===== config.mk =====
export PLATFORM = sky130hd
export DESIGN_NAME = vrf_store_unit_flat
export DESIGN_NICKNAME = d
export VERILOG_FILES = /design/src/rtl/vrf_store_unit_pkg.sv /design/src/rtl/vrf_store_unit_if.sv /design/src/rtl/vrf_store_unit_lane_mux.sv /design/src/rtl/vrf_store_unit.sv /design/src/flat_wrapper.sv
export SDC_FILE = /design/constraint.sdc
export NUM_CORES = 1
export LEC_CHECK = 0
export ABC_AREA = 1
export BUFFER_PORTS_ARGS = -buffer_cell sky130_fd_sc_hd__buf_2
export CAP_MARGIN = 20
export CORE_MARGIN = 5
export CORE_UTILIZATION = 26
export CTS_CLUSTER_SIZE = 24
export DETAILED_ROUTE_END_ITERATION = 8
export PLACE_DENSITY_LB_ADDON = 0.3
export SETUP_SLACK_MARGIN = 0.02
export SKIP_CTS_REPAIR_TIMING = 1
export SYNTH_ARGS = -nofsm -noshare
export SYNTH_HDL_FRONTEND = slang
export SYNTH_SLANG_ARGS = --single-unit

===== constraint.sdc =====
create_clock -name clock -period 3.5 [get_ports clock]
set_input_delay 0.525 -clock clock [delete_from_list [all_inputs] [get_ports clock]]
set_output_delay 0.525 -clock clock [all_outputs]
set_load 0.005 [all_outputs]

===== src/rtl/vrf_store_unit_pkg.sv =====
// Shared definitions for the vector store unit: default widths and the
// FSM state encoding. The VRF-facing widths match the VRF definitions.
package vrf_store_unit_pkg;

    localparam int VSU_DATA_W = 8;                        // lane / memory width
    localparam int VSU_LANES  = 4;                        // lanes per vector register
    localparam int VSU_ADDR_W = 8;                        // memory address width
    localparam int VSU_VREG_W = 2;                        // VRF register index width
    localparam int VSU_VEC_W  = VSU_DATA_W * VSU_LANES;   // VRF read data width

    typedef enum logic [1:0] {
        ST_IDLE  = 2'd0,
        ST_LATCH = 2'd1,
        ST_WRITE = 2'd2,
        ST_DONE  = 2'd3
    } state_e;

endpackage


===== src/rtl/vrf_store_unit_if.sv =====
// Bundle of the command, VRF read-port and memory write-port signals of the
// vector store unit. The slave modport is the store unit's view.
interface vrf_store_unit_if
    import vrf_store_unit_pkg::*;
#(
    parameter int DATA_W = VSU_DATA_W,
    parameter int LANES  = VSU_LANES,
    parameter int ADDR_W = VSU_ADDR_W
);

    // Command side
    logic                      start;
    logic [VSU_VREG_W-1:0]     vreg;
    logic [ADDR_W-1:0]         base_addr;
    logic                      busy;
    logic                      done;

    // VRF read port
    logic [VSU_VREG_W-1:0]     vreg1;
    logic [DATA_W*LANES-1:0]   vdata1;

    // Memory write port
    logic [ADDR_W-1:0]         mem_addr;
    logic [DATA_W-1:0]         mem_dataw;
    logic                      MemWrite;
    logic                      mem_ready;

    modport slave (
        input  start, vreg, base_addr, vdata1, mem_ready,
        output vreg1, mem_addr, mem_dataw, MemWrite, busy, done
    );

    modport master (
        output start, vreg, base_addr, vdata1, mem_ready,
        input  vreg1, mem_addr, mem_dataw, MemWrite, busy, done
    );

endinterface


===== src/rtl/vrf_store_unit_lane_mux.sv =====
// Combinational lane selector: picks byte lane `lane_i` out of the latched
// vector word, lane 0 being the least significant byte.
module vsu_lane_mux
    import vrf_store_unit_pkg::*;
#(
    parameter int DATA_W = VSU_DATA_W,
    parameter int LANES  = VSU_LANES,
    parameter int LANE_W = $clog2(LANES)
) (
    input  logic [DATA_W*LANES-1:0] buf_i,
    input  logic [LANE_W-1:0]       lane_i,
    output logic [DATA_W-1:0]       data_o
);

    // Select the addressed lane of the buffer
    always_comb begin
        data_o = '0;
        for (int i = 0; i < LANES; i++) begin
            if (lane_i == LANE_W'(i)) begin
                data_o = buf_i[i*DATA_W +: DATA_W];
            end
        end
    end

endmodule


===== src/rtl/vrf_store_unit.sv =====
// Vector store engine: on a start command it snapshots one VRF register and
// writes its lanes, lane 0 first, to consecutive byte addresses through a
// write/ready handshake. Outputs depend only on registered state, so there
// is no combinational path from mem_ready to any output.
module vrf_store_unit
    import vrf_store_unit_pkg::*;
#(
    parameter int DATA_W = VSU_DATA_W,
    parameter int LANES  = VSU_LANES,
    parameter int ADDR_W = VSU_ADDR_W
) (
    input  logic             clock,
    input  logic             reset,
    vrf_store_unit_if.slave  bus
);

    localparam int                LANE_W    = $clog2(LANES);
    localparam int                VEC_W     = DATA_W * LANES;
    localparam logic [LANE_W-1:0] LAST_LANE = LANE_W'(LANES - 1);

    state_e                  state_q, state_d;
    logic [LANE_W-1:0]       lane_q,  lane_d;
    logic [VSU_VREG_W-1:0]   vreg_q,  vreg_d;
    logic [ADDR_W-1:0]       addr_q,  addr_d;
    logic [VEC_W-1:0]        buf_q,   buf_d;
    logic [DATA_W-1:0]       lane_data;

    // State, lane counter, command and data registers; reset clears all of them
    always_ff @(posedge clock or posedge reset) begin
        if (reset) begin
            state_q <= ST_IDLE;
            lane_q  <= '0;
            vreg_q  <= '0;
            addr_q  <= '0;
            buf_q   <= '0;
        end else begin
            state_q <= state_d;
            lane_q  <= lane_d;
            vreg_q  <= vreg_d;
            addr_q  <= addr_d;
            buf_q   <= buf_d;
        end
    end

    // Next-state logic: accept a command in IDLE, snapshot the VRF word in
    // LATCH, step through the lanes on each accepted write in WRITE
    always_comb begin
        state_d = state_q;
        lane_d  = lane_q;
        vreg_d  = vreg_q;
        addr_d  = addr_q;
        buf_d   = buf_q;
        case (state_q)
            ST_IDLE: begin
                if (bus.start) begin
                    vreg_d  = bus.vreg;
                    addr_d  = bus.base_addr;
                    lane_d  = '0;
                    state_d = ST_LATCH;
                end
            end
            ST_LATCH: begin
                // vreg1 has been stable for the whole cycle, so the
                // combinational VRF read is valid at this edge
                buf_d   = bus.vdata1;
                state_d = ST_WRITE;
            end
            ST_WRITE: begin
                if (bus.mem_ready) begin
                    if (lane_q == LAST_LANE) begin
                        state_d = ST_DONE;
                    end else begin
                        lane_d = lane_q + 1'b1;
                    end
                end
            end
            ST_DONE: begin
                state_d = ST_IDLE;
            end
            default: begin
                state_d = ST_IDLE;
            end
        endcase
    end

    vsu_lane_mux #(
        .DATA_W (DATA_W),
        .LANES  (LANES),
        .LANE_W (LANE_W)
    ) u_lane_mux (
        .buf_i  (buf_q),
        .lane_i (lane_q),
        .data_o (lane_data)
    );

    // Address and data are driven only while a write is requested; the
    // address sum wraps naturally at the ADDR_W boundary
    assign bus.MemWrite  = (state_q == ST_WRITE);
    assign bus.mem_addr  = bus.MemWrite ? (addr_q + ADDR_W'(lane_q)) : '0;
    assign bus.mem_dataw = bus.MemWrite ? lane_data : '0;
    assign bus.vreg1     = vreg_q;
    assign bus.busy      = (state_q != ST_IDLE);
    assign bus.done      = (state_q == ST_DONE);

endmodule

===== src/flat_wrapper.sv =====
// flat-port wrapper written by rule: the top's interface ports become plain ports
module vrf_store_unit_flat import vrf_store_unit_pkg::*;
#(
    parameter int DATA_W = VSU_DATA_W,
    parameter int LANES  = VSU_LANES,
    parameter int ADDR_W = VSU_ADDR_W
)
  (clock, reset, bus_start, bus_vreg, bus_base_addr, bus_vdata1, bus_mem_ready, bus_vreg1, bus_mem_addr, bus_mem_dataw, bus_MemWrite, bus_busy, bus_done);
  vrf_store_unit_if #(.DATA_W(DATA_W), .LANES(LANES), .ADDR_W(ADDR_W)) bus_i ();
  input  logic clock;
  input  logic reset;
  input wire logic [$bits(bus_i.start)-1:0] bus_start;
  input wire logic [$bits(bus_i.vreg)-1:0] bus_vreg;
  input wire logic [$bits(bus_i.base_addr)-1:0] bus_base_addr;
  input wire logic [$bits(bus_i.vdata1)-1:0] bus_vdata1;
  input wire logic [$bits(bus_i.mem_ready)-1:0] bus_mem_ready;
  output wire logic [$bits(bus_i.vreg1)-1:0] bus_vreg1;
  output wire logic [$bits(bus_i.mem_addr)-1:0] bus_mem_addr;
  output wire logic [$bits(bus_i.mem_dataw)-1:0] bus_mem_dataw;
  output wire logic [$bits(bus_i.MemWrite)-1:0] bus_MemWrite;
  output wire logic [$bits(bus_i.busy)-1:0] bus_busy;
  output wire logic [$bits(bus_i.done)-1:0] bus_done;
  assign bus_i.start = bus_start;
  assign bus_i.vreg = bus_vreg;
  assign bus_i.base_addr = bus_base_addr;
  assign bus_i.vdata1 = bus_vdata1;
  assign bus_i.mem_ready = bus_mem_ready;
  assign bus_vreg1 = bus_i.vreg1;
  assign bus_mem_addr = bus_i.mem_addr;
  assign bus_mem_dataw = bus_i.mem_dataw;
  assign bus_MemWrite = bus_i.MemWrite;
  assign bus_busy = bus_i.busy;
  assign bus_done = bus_i.done;
  vrf_store_unit #(.DATA_W(DATA_W), .LANES(LANES), .ADDR_W(ADDR_W)) u_core (.clock(clock), .reset(reset), .bus(bus_i));
endmodule

==> results of run 1 <==
routing by layer:
metal | vias to the layer above | wire [microns]
met5 | - | 0
met4 | 0 | 19
met3 | 3 | 342
met2 | 61 | 2719
met1 | 843 | 2703
li1 | 998 | -
placed cells by master (no fill, tap or decap), types with 3 or more instances in the layout:
master,synthesis,final
nand3_1,6,6
a21oi_1,24,24
dfrtp_1,46,46
buf_4,1,3
buf_2,6,66
inv_1,42,41
mux2_4,6,6
nor2_1,12,12
o21ai_0,43,43
ha_1,10,10
nand2_1,61,61
clkbuf_8,0,5
mux2_2,10,10
cells in the mapped netlist:
cell | instances | area [sq um]
nand2_1 | 61 | 229.0
buf_2 | 6 | 30.03
nand3b_1 | 1 | 7.510
fa_1 | 1 | 20.02
dfrtp_1 | 46 | 1151
inv_1 | 42 | 157.7
nand2_2 | 1 | 6.260
buf_6 | 4 | 45.04
mux2_4 | 6 | 90.09
o21ai_0 | 43 | 215.2
mux2_2 | 10 | 112.6
nand3_1 | 6 | 30.03
buf_4 | 1 | 7.510
nor2_1 | 12 | 45.04
ha_1 | 10 | 125.1
a21oi_1 | 24 | 120.1
clkbuf_1 | 1 | 3.750
state kept, by name, summed over array words and instances, names as in the netlist:
signal            flops
u_core.addr_q         8
u_core.bus.vreg1      2
u_core.state_q        2
u_core.lane_q         2
u_core.buf_q         32
report_power, final:
part           leakage, nW  total, mW  switching, mW  internal (mW)
logic                0.920       1.11          0.635          0.478
clock network       0.0585      0.403          0.189          0.214
registers            0.556      0.940          0.145          0.795
layout make-up:
cell class,instances,area [sq um],area share
Sequential cell,46,1151,0.3923
Inverter,42,157.7,0.05373
Clock inverter,3,43.79,0.01493
Clock buffer,5,68.82,0.02345
Multi-Input combinational cell,175,1001,0.3412
Timing Repair Buffer,70,372.9,0.1271
Tap cell,111,138.9,0.04733
per-stage QoR:
step,util,hold slack [ps]
global route,0.3221,102.9
finish,0.3221,108.1
global placement,0.3076,495.2
CTS,0.3199,425.0
floorplan,-,480.9
detailed placement,0.3076,489.9
worst register-to-register path, cell delays in order (launching register included):
cell     delay [ps]
dfrtp_1         420
inv_1            90
ha_1            740
buf_4           340
o21ai_0         130
worst paths after layout:
| kind | start | endpoint | slack (ps) | cells past startpoint |
|---|---|---|---|---|
| min in group clock | bus_vdata1[28] | u_core.buf_q[28] | 430 | 3 |
| max in group asynchronous | reset | u_core.state_q[0] | 2940 | 3 |
| max reg2reg | u_core.state_q[1] | u_core.buf_q[31] | 1640 | 4 |
| max | u_core.state_q[0] | bus_mem_dataw[5] | 970 | 8 |
| min reg2reg | u_core.buf_q[13] | u_core.buf_q[13] | 520 | 1 |
| min | reset | u_core.addr_q[4] | 110 | 2 |
cells by family after synthesis:
kind of cell    after synthesis  share of synthesized area
compound gates               67                     0.1400
fa+ha+maj                    11                    0.06057
buf+inv                      54                     0.1018
flops                        46                     0.4804
mux                          16                    0.08460
simple gates                 81                     0.1326
==> out/metrics.csv, run 1 <==
stage,metric,value,unit
detailed_routing,drcViolationCount,0,
finish,fillers,982,
finish,final_layout_size_suffix_gt1_frac,0.2815,
pwr,power,2.456,mW
placed_design,post-place-ws,1297,ps
detailed_routing,drtPass1Iterations,4,
die,rows,35,
clocking,cts_inserted_buffers,5,
global_route,overflow,0,
timing,min_period,2526,ps
synth,ys_seq_elements,46,
clocking,cts_htree_levels,2,
detailed_routing,vias,1905,
timing,setup_slack,973.8,ps
setup_path,cp.arrival,2000,ps
timing,finClkSkew,4.875,ps
global_route,grt_max_degree,47,
timing,slew_headroom,0.4028,
synth,seq_area_frac_synth,0.4804,
synth,synthesis.area,0.002396,sq mm
outcome,outcome,finished clean,
die,ioPinCount,67,
global_route,top_usage_layer,met2,
detailed_routing,vias_per_cell,4.215,
worst_hold_path,hold_class,primary input to async pin,
pwr,vdd_ir_drop_max,0.2728,mV
synth,syn_avg_cell_area,8.713,sq um
detailed_routing,ant_nets,0,
placed_design,gp_congestion,0.7365,
global_route,antenna_found_initial,0,
timing,final.setup.tns,0,ps
clocking,clock_latency,290,ps
timing,setup_viol,0,
placed_design,portBuffers,66,
synth,synth.distinct_cells,17,
finish,area_growth,22.45,%
clocking,cts.sink_count,46,
die,die_h,106.0,microns
setup_path,path_buf_inv,3,
placed_design,post-dp-hpwl,4.423,mm
die,die_w,106.0,microns
global_route,use_met2,0.1753,
timing,max_freq,395.9,MHz
flow_run,maxCapViolCount,0,
detailed_routing,wire_per_inst,12.80,microns
global_route,grt_pass1_wl,9.466,mm
setup_path,crit_chain,inv_1 -> ha_1 -> buf_4 -> nand2_1 -> a21oi_1 -> nand2_1 -> o21ai_0 -> buf_2,
clocking,cts-root-buf,clkbuf_8,
placed_design,dpl_cell_area,0.002801,sq mm
clocking,cts_tree,yes,
synth,ys_warn_count,0,
die,start_util,0.2630,
finish,final_area,0.002934,sq mm
global_route,met3_usage,0.03036,
pwr,p_per_area,836.9,mW/mm^2
die,core,0.009109,sq mm
setup_path,cpLargestDelayFamily,buffers and inverters,
timing,rsz0062_at_grt,false,
timing,period_share,0.7218,
timing,tightest_slew,895.8,ps
setup_path,critPathRequiredTime,2970,ps
detailed_routing,totalWireLength,5.784,mm
setup_path,worstSetupPathType,register to output pin,
pwr,p_leak,1.534,nW
setup_path,cp_common_cell,nand2_1,
global_route,grt_use_met1,0.1359,
setup_path,startpoint_type,register,
synth,synthCells,275,
global_route,gr-usage-all-layers,0.1044,
clocking,clk_pin_slew,90,ps
placed_design,place_inst,443,
finish,final_nets,397,
setup_path,worstPathMaxFanout,15,
detailed_routing,drtIter0Drc,55,
die,die-area,0.01123,sq mm
setup_path,slowest_stage,dfrtp_1,
timing,slew_violations,0,
synth,synth.net_count,332,
finish,n_antenna_cell,0,
global_route,grt_pass1_vias,1965,
timing,final_hold_viol_count,0,
finish,fin_cells,452,
clocking,clockBufferDepth,2,
setup_path,crit_path_end_kind,output pin,
setup_path,slowest_delay,410,ps
Note: power is estimated with default switching activity, not from simulation.
==> run 2, diff against run 1 <==
Clock period 3.5 ns to 2.4 ns, I/O delays scaled along.
==> run 2 against run 1 <==
  * Non-clock buffer count up 1
  * Largest cell class unchanged
  * Clock power increased by 47%
  * Core utilization barely moved
  * Global-route usage up 0.15 points
  * Critical endpoint unchanged
  * First-iteration DRC count rose by 62%
  * Highest routed layer unchanged
==> out/metrics.csv, run 2 (same netlist as run 1, synthesis figures left out) <==
stage,metric,value,unit,change
global_route,grt_pass1_wl,9.646,mm,+1.9%
worst_hold_path,hold_class,primary input to async pin,,
timing,setup_viol,0,,unchanged
global_route,antenna_found_initial,0,,unchanged
timing,period_share,0.9338,,
detailed_routing,drtPass1Iterations,4,,unchanged
clocking,cts_inserted_buffers,5,,unchanged
die,die_w,106.0,microns,unchanged
finish,final_layout_size_suffix_gt1_frac,0.2953,,+0.01380
detailed_routing,totalWireLength,5.771,mm,-0.22%
detailed_routing,drtIter0Drc,89,,+62%
setup_path,regToRegStartpoint,u_core.state_q[1],,
die,die-area,0.01123,sq mm,unchanged
clocking,cts.sink_count,46,,unchanged
setup_path,slowest_delay,470,ps,+60 ps
clocking,clock_latency,300,ps,about the same
timing,final_hold_viol_count,0,,unchanged
finish,layout_commonest_cell,buf_2,,
clocking,cts_tree,yes,,
detailed_routing,ant_nets,0,,unchanged
detailed_routing,vias,1928,,+1.2%
placed_design,gp_congestion,0.7762,,+5.4%
die,rows,35,,unchanged
setup_path,critPathRequiredTime,2040,ps,-930 ps
finish,area_growth,22.56,%,about the same
finish,largest-register,u_core.buf_q,,
placed_design,post-dp-hpwl,4.461,mm,+0.86%
setup_path,slowest_stage,dfrtp_2,,
flow_run,maxCapViolCount,0,,unchanged
timing,finClkSkew,6.885,ps,+2.010 ps
clocking,cts-root-buf,clkbuf_8,,
setup_path,rrSetupSlack,870,ps,-770 ps
die,die_h,106.0,microns,unchanged
global_route,grt_max_degree,36,,-23%
finish,final_nets,398,,+0.25%
finish,post-route-util,0.3224,,about the same
finish,largest_reg_flops,32,,unchanged
die,ioPinCount,67,,unchanged
setup_path,worstPathMaxFanout,9,,-6
pwr,p_leak,1.529,nW,-0.38%
pwr,vdd_ir_drop_max,0.4463,mV,+64%
finish,final_cell_mix,"buf_2 (66), nand2_1 (61), dfrtp_1 (44)",,
timing,final.setup.tns,0,ps,unchanged
placed_design,portBuffers,66,,unchanged
setup_path,crit_chain,inv_1 -> ha_1 -> inv_1 -> nand2_1 -> o21ai_0 -> nand2_1 -> o21ai_0 -> buf_2,,
timing,max_freq,446.2,MHz,
die,start_util,0.2630,,unchanged
timing,rsz0062_at_grt,true,,
global_route,gr-usage-all-layers,0.1059,,+0.001516
placed_design,place_inst,445,,+0.45%
clocking,cts_htree_levels,2,,unchanged
finish,n_antenna_cell,0,,unchanged
setup_path,crit_path_end_kind,output pin,,
die,core,0.009109,sq mm,unchanged
setup_path,startpoint_type,register,,
detailed_routing,drcViolationCount,0,,unchanged
clocking,clockBufferDepth,2,,unchanged
finish,reg_top3,"u_core.buf_q (32), u_core.addr_q (8)",,
outcome,outcome,finished clean,,
detailed_routing,wire_per_inst,12.74,microns,-0.45%
timing,slew_violations,0,,unchanged
global_route,grt_pass1_vias,2048,,+4.2%
timing,tightest_slew,401.1,ps,-494.7 ps
setup_path,worstSetupPathType,register to output pin,,
setup_path,cp.arrival,1880,ps,-120 ps
detailed_routing,vias_per_cell,4.256,,+0.98%
clocking,clk_pin_slew,90,ps,about the same
global_route,overflow,0,,unchanged
pwr,p_per_area,1220,mW/mm^2,+46%
timing,min_period,2241,ps,
setup_path,critPathLaunch,u_core.lane_q[1],,
finish,fin_cells,453,,+0.22%
timing,slew_headroom,0.7322,,+0.3294
==> run 2: power by group <==
part	internal, mW	switching (mW)
clock	0.313	0.281
sequential	1.16	0.213
combinational	0.695	0.922
==> run 2: through the flow <==
| stage | setup slack (ps) | hold slack (ps) | total power, mW | instance area, sq um |
|---|---|---|---|---|
| 2_1_floorplan | 680.7 | 480.9 | 2.555 | 2396 |
| 3_3_place_gp | 497.9 | 370.1 | 2.986 | 2816 |
| 3_5_place_dp | 430.6 | 370.8 | 3.024 | 2816 |
| 4_1_cts | 95.71 | 39.52 | 3.638 | 2929 |
| 5_1_grt | 5.908 | 62.39 | 3.938 | 2937 |
| 6_report | 159.0 | 35.70 | 3.584 | 2937 |
==> run 2: metal layers <==
metal  global-route usage  vias to the layer above  wire [microns]
met5                    0                        -               0
met4              0.02220                        0              35
met3              0.03036                        4             347
met2               0.1826                       49            2749
met1               0.1320                      872            2639
li1                     -                     1003               -
==> run 2: cell type report <==
type                    count  area, sq um
clock buffers               5        68.82
clock inverters             3        43.79
fillers                   977         6172
inverters                  42        157.7
multi-input cells         175         1006
flip-flops and latches     46         1154
well taps                 111        138.9
repair buffers             71        367.9
==> run 2: final timing paths <==
path / to / cells past startpoint
setup reg to reg: u_core.buf_q[21] / 6
setup / recovery: bus_mem_dataw[5] / 8
hold / removal: u_core.addr_q[3] / 2
min in group clock: u_core.buf_q[28] / 3
hold reg to reg: u_core.buf_q[26] / 2
max in group asynchronous: u_core.buf_q[24] / 3
==> run 2: critical path: cells and delay by family (launching register included) <==
| family | cells | cell delay [ps] |
|---|---|---|
| compound gates | 2 | 230 |
| fa+ha+maj | 1 | 330 |
| buf+inv | 3 | 330 |
| flops | 1 | 470 |
| simple gates | 2 | 240 |
==> run 3, diff against run 2 <==
Settings changed: CELL_PAD_IN_SITES_DETAIL_PLACEMENT set to 1, CELL_PAD_IN_SITES_GLOBAL_PLACEMENT set to 1.
==> run 3 against run 2 <==
  * Wire length rose by 11%
  * Core utilization fell by 0.22 points
  * Total power fell by 1.3%
  * Sequential share of layout area rose by 0.23 points
  * Die area did not move
  * Highest routed layer unchanged
  * Sequential power barely moved
  * Setup slack got worse by 11 ps
  * Critical path depth did not move
  * Non-clock buffer count did not move
  * Global-route usage rose by 1.5 points
  * First-iteration DRC count fell by 69%
  * Maximum frequency fell by 0.50%
==> out/metrics.csv, run 3 (same netlist as run 1, synthesis figures left out) <==
stage,metric,value,unit,change
placed_design,place_inst,445,,unchanged
global_route,grt_pass1_wl,11.02,mm,+14%
timing,period_share,0.9384,,+0.004657
finish,largest_reg_flops,32,,unchanged
finish,final_nets,398,,unchanged
finish,fin_cells,453,,unchanged
die,die_h,106.0,microns,unchanged
die,ioPinCount,67,,unchanged
detailed_routing,drcViolationCount,0,,unchanged
global_route,antenna_found_initial,0,,unchanged
timing,setup_viol,0,,unchanged
global_route,met3_usage,0.03218,,+0.001821
pwr,power,3.539,mW,-1.3%
placed_design,gp_congestion,0.7639,,-1.6%
global_route,grt_use_met1,0.1457,,+0.01373
placed_design,dpl_cell_area,0.002819,sq mm,about the same
global_route,overflow,0,,unchanged
finish,n_antenna_cell,0,,unchanged
setup_path,rrSetupSlack,770,ps,-100 ps
clocking,cts-root-buf,clkbuf_8,,
detailed_routing,wire_per_inst,14.13,microns,+11%
finish,final_layout_size_suffix_gt1_frac,0.2982,,+0.002924
detailed_routing,drtPass1Iterations,4,,unchanged
timing,slew_headroom,0.5211,,-0.2111
outcome,outcome,finished clean,,
finish,final_area,0.002917,sq mm,-0.68%
finish,reg_top3,"u_core.buf_q (32), u_core.addr_q (8)",,
pwr,switchingPower,1.456,mW,+2.9%
clocking,clockBufferDepth,2,,unchanged
die,die-area,0.01123,sq mm,unchanged
global_route,gr-usage-all-layers,0.1205,,+0.01454
clocking,cts_inserted_buffers,5,,unchanged
detailed_routing,vias,2019,,+4.7%
pwr,p_per_area,1213,mW/mm^2,-0.59%
pwr,p_sw_frac,0.4115,,+0.01662
global_route,use_met2,0.2136,,+0.03097
detailed_routing,ant_nets,0,,unchanged
clocking,cts_tree,yes,,
finish,largest-register,u_core.buf_q,,
setup_path,worstSetupPathType,register to output pin,,
pwr,power_frac_clock,0.137,,-0.029
timing,tightest_slew,717.3,ps,+316.2 ps
placed_design,post-place-ws,213.3,ps,-217.3 ps
pwr,p_leak,1.516,nW,-0.85%
setup_path,crit_path_end_kind,output pin,,
setup_path,critPathRequiredTime,2040,ps,about the same
pwr,vdd_ir_drop_max,0.4554,mV,+2.0%
detailed_routing,drtIter0Drc,28,,-69%
global_route,top_usage_layer,met2,,
finish,fillers,1123,,+15%
setup_path,cp.arrival,1890,ps,about the same
timing,rsz0062_at_grt,false,,
finish,area_growth,21.72,%,
pwr,combPwrFrac,0.477,,+0.026
detailed_routing,vias_per_cell,4.457,,+4.7%
flow_run,maxCapViolCount,0,,unchanged
timing,setup_slack,147.8,ps,-11.18 ps
clocking,clk_pin_slew,90,ps,about the same
die,start_util,0.2630,,unchanged
timing,finClkSkew,4.817,ps,-2.068 ps
placed_design,post-dp-hpwl,4.952,mm,+11%
timing,slew_violations,0,,unchanged
timing,min_period,2252,ps,+11.18 ps
finish,post-route-util,0.3202,,-0.002198
timing,max_freq,444.0,MHz,-0.50%
worst_hold_path,hold_class,primary input to async pin,,
die,rows,35,,unchanged
pwr,p_seq_frac,0.386,,+0.003
finish,layout_commonest_cell,buf_2,,
timing,final_hold_viol_count,0,,unchanged
timing,final.setup.tns,0,ps,unchanged
die,core,0.009109,sq mm,unchanged
clocking,cts_htree_levels,2,,unchanged
die,die_w,106.0,microns,unchanged
placed_design,portBuffers,66,,unchanged
setup_path,startpoint_type,register,,
timing,holdWs,177.1,ps,+141.4 ps
finish,final_cell_mix,"buf_2 (66), nand2_1 (59), dfrtp_1 (45)",,
clocking,clock_latency,290,ps,about the same
global_route,grt_pass1_vias,2280,,+11%
clocking,cts.sink_count,46,,unchanged
pwr,cell_internal_pwr,2.083,mW,-4.0%
detailed_routing,totalWireLength,6.400,mm,+11%
setup_path,worstPathMaxFanout,5,,-4
global_route,grt_max_degree,34,,-5.6%
run 3: layout make-up:
cell class                 count  area (sq um)  share of cell area
inverter                      42         157.7             0.05405
timing repair buffer          71         367.9              0.1261
sequential                    46          1152              0.3951
multi-input combinational    175          1013              0.3475
clock inverter                 2         13.76            0.004719
tap                          111         138.9             0.04762
clock buffer                   6         72.57             0.02488
run 3: final timing paths:
| check | start | to | cells past startpoint |
|---|---|---|---|
| min | reset | u_core.addr_q[0] | 2 |
| min in group clock | bus_vdata1[22] | u_core.buf_q[22] | 3 |
| max | u_core.lane_q[0] | bus_mem_addr[6] | 8 |
| min reg2reg | u_core.buf_q[8] | u_core.buf_q[8] | 1 |
| max in group asynchronous | reset | u_core.addr_q[2] | 3 |
| max reg2reg | u_core.state_q[1] | u_core.buf_q[27] | 4 |
run 3: metal layers:
layer	vias to the layer above	wire (microns)	part of all wire
met5	-	0	0
met4	0	44	0.0069
met3	5	346	0.054
met2	47	3194	0.50
met1	965	2815	0.44
li1	1002	-	-
run 3: power by group through the flow:
stage          Clock (mW)  Combinational (mW)  Sequential, mW
2_1_floorplan           0                1.23            1.32
3_3_place_gp            0                1.66            1.37
3_5_place_dp            0                1.72            1.39
4_1_cts             0.504                1.73            1.37
5_1_grt             0.536                1.97            1.42
6_report            0.485                1.69            1.37
run 3: worst max-delay path, cell delays in order, from the launching register on:
cell and delay, ps:
dfrtp_1 450, ha_1 250, fa_1 420, nand2_1 100, nor2_1 70, nand3_1 70, nand2_1 50, nor2_1 80
buf_2 110
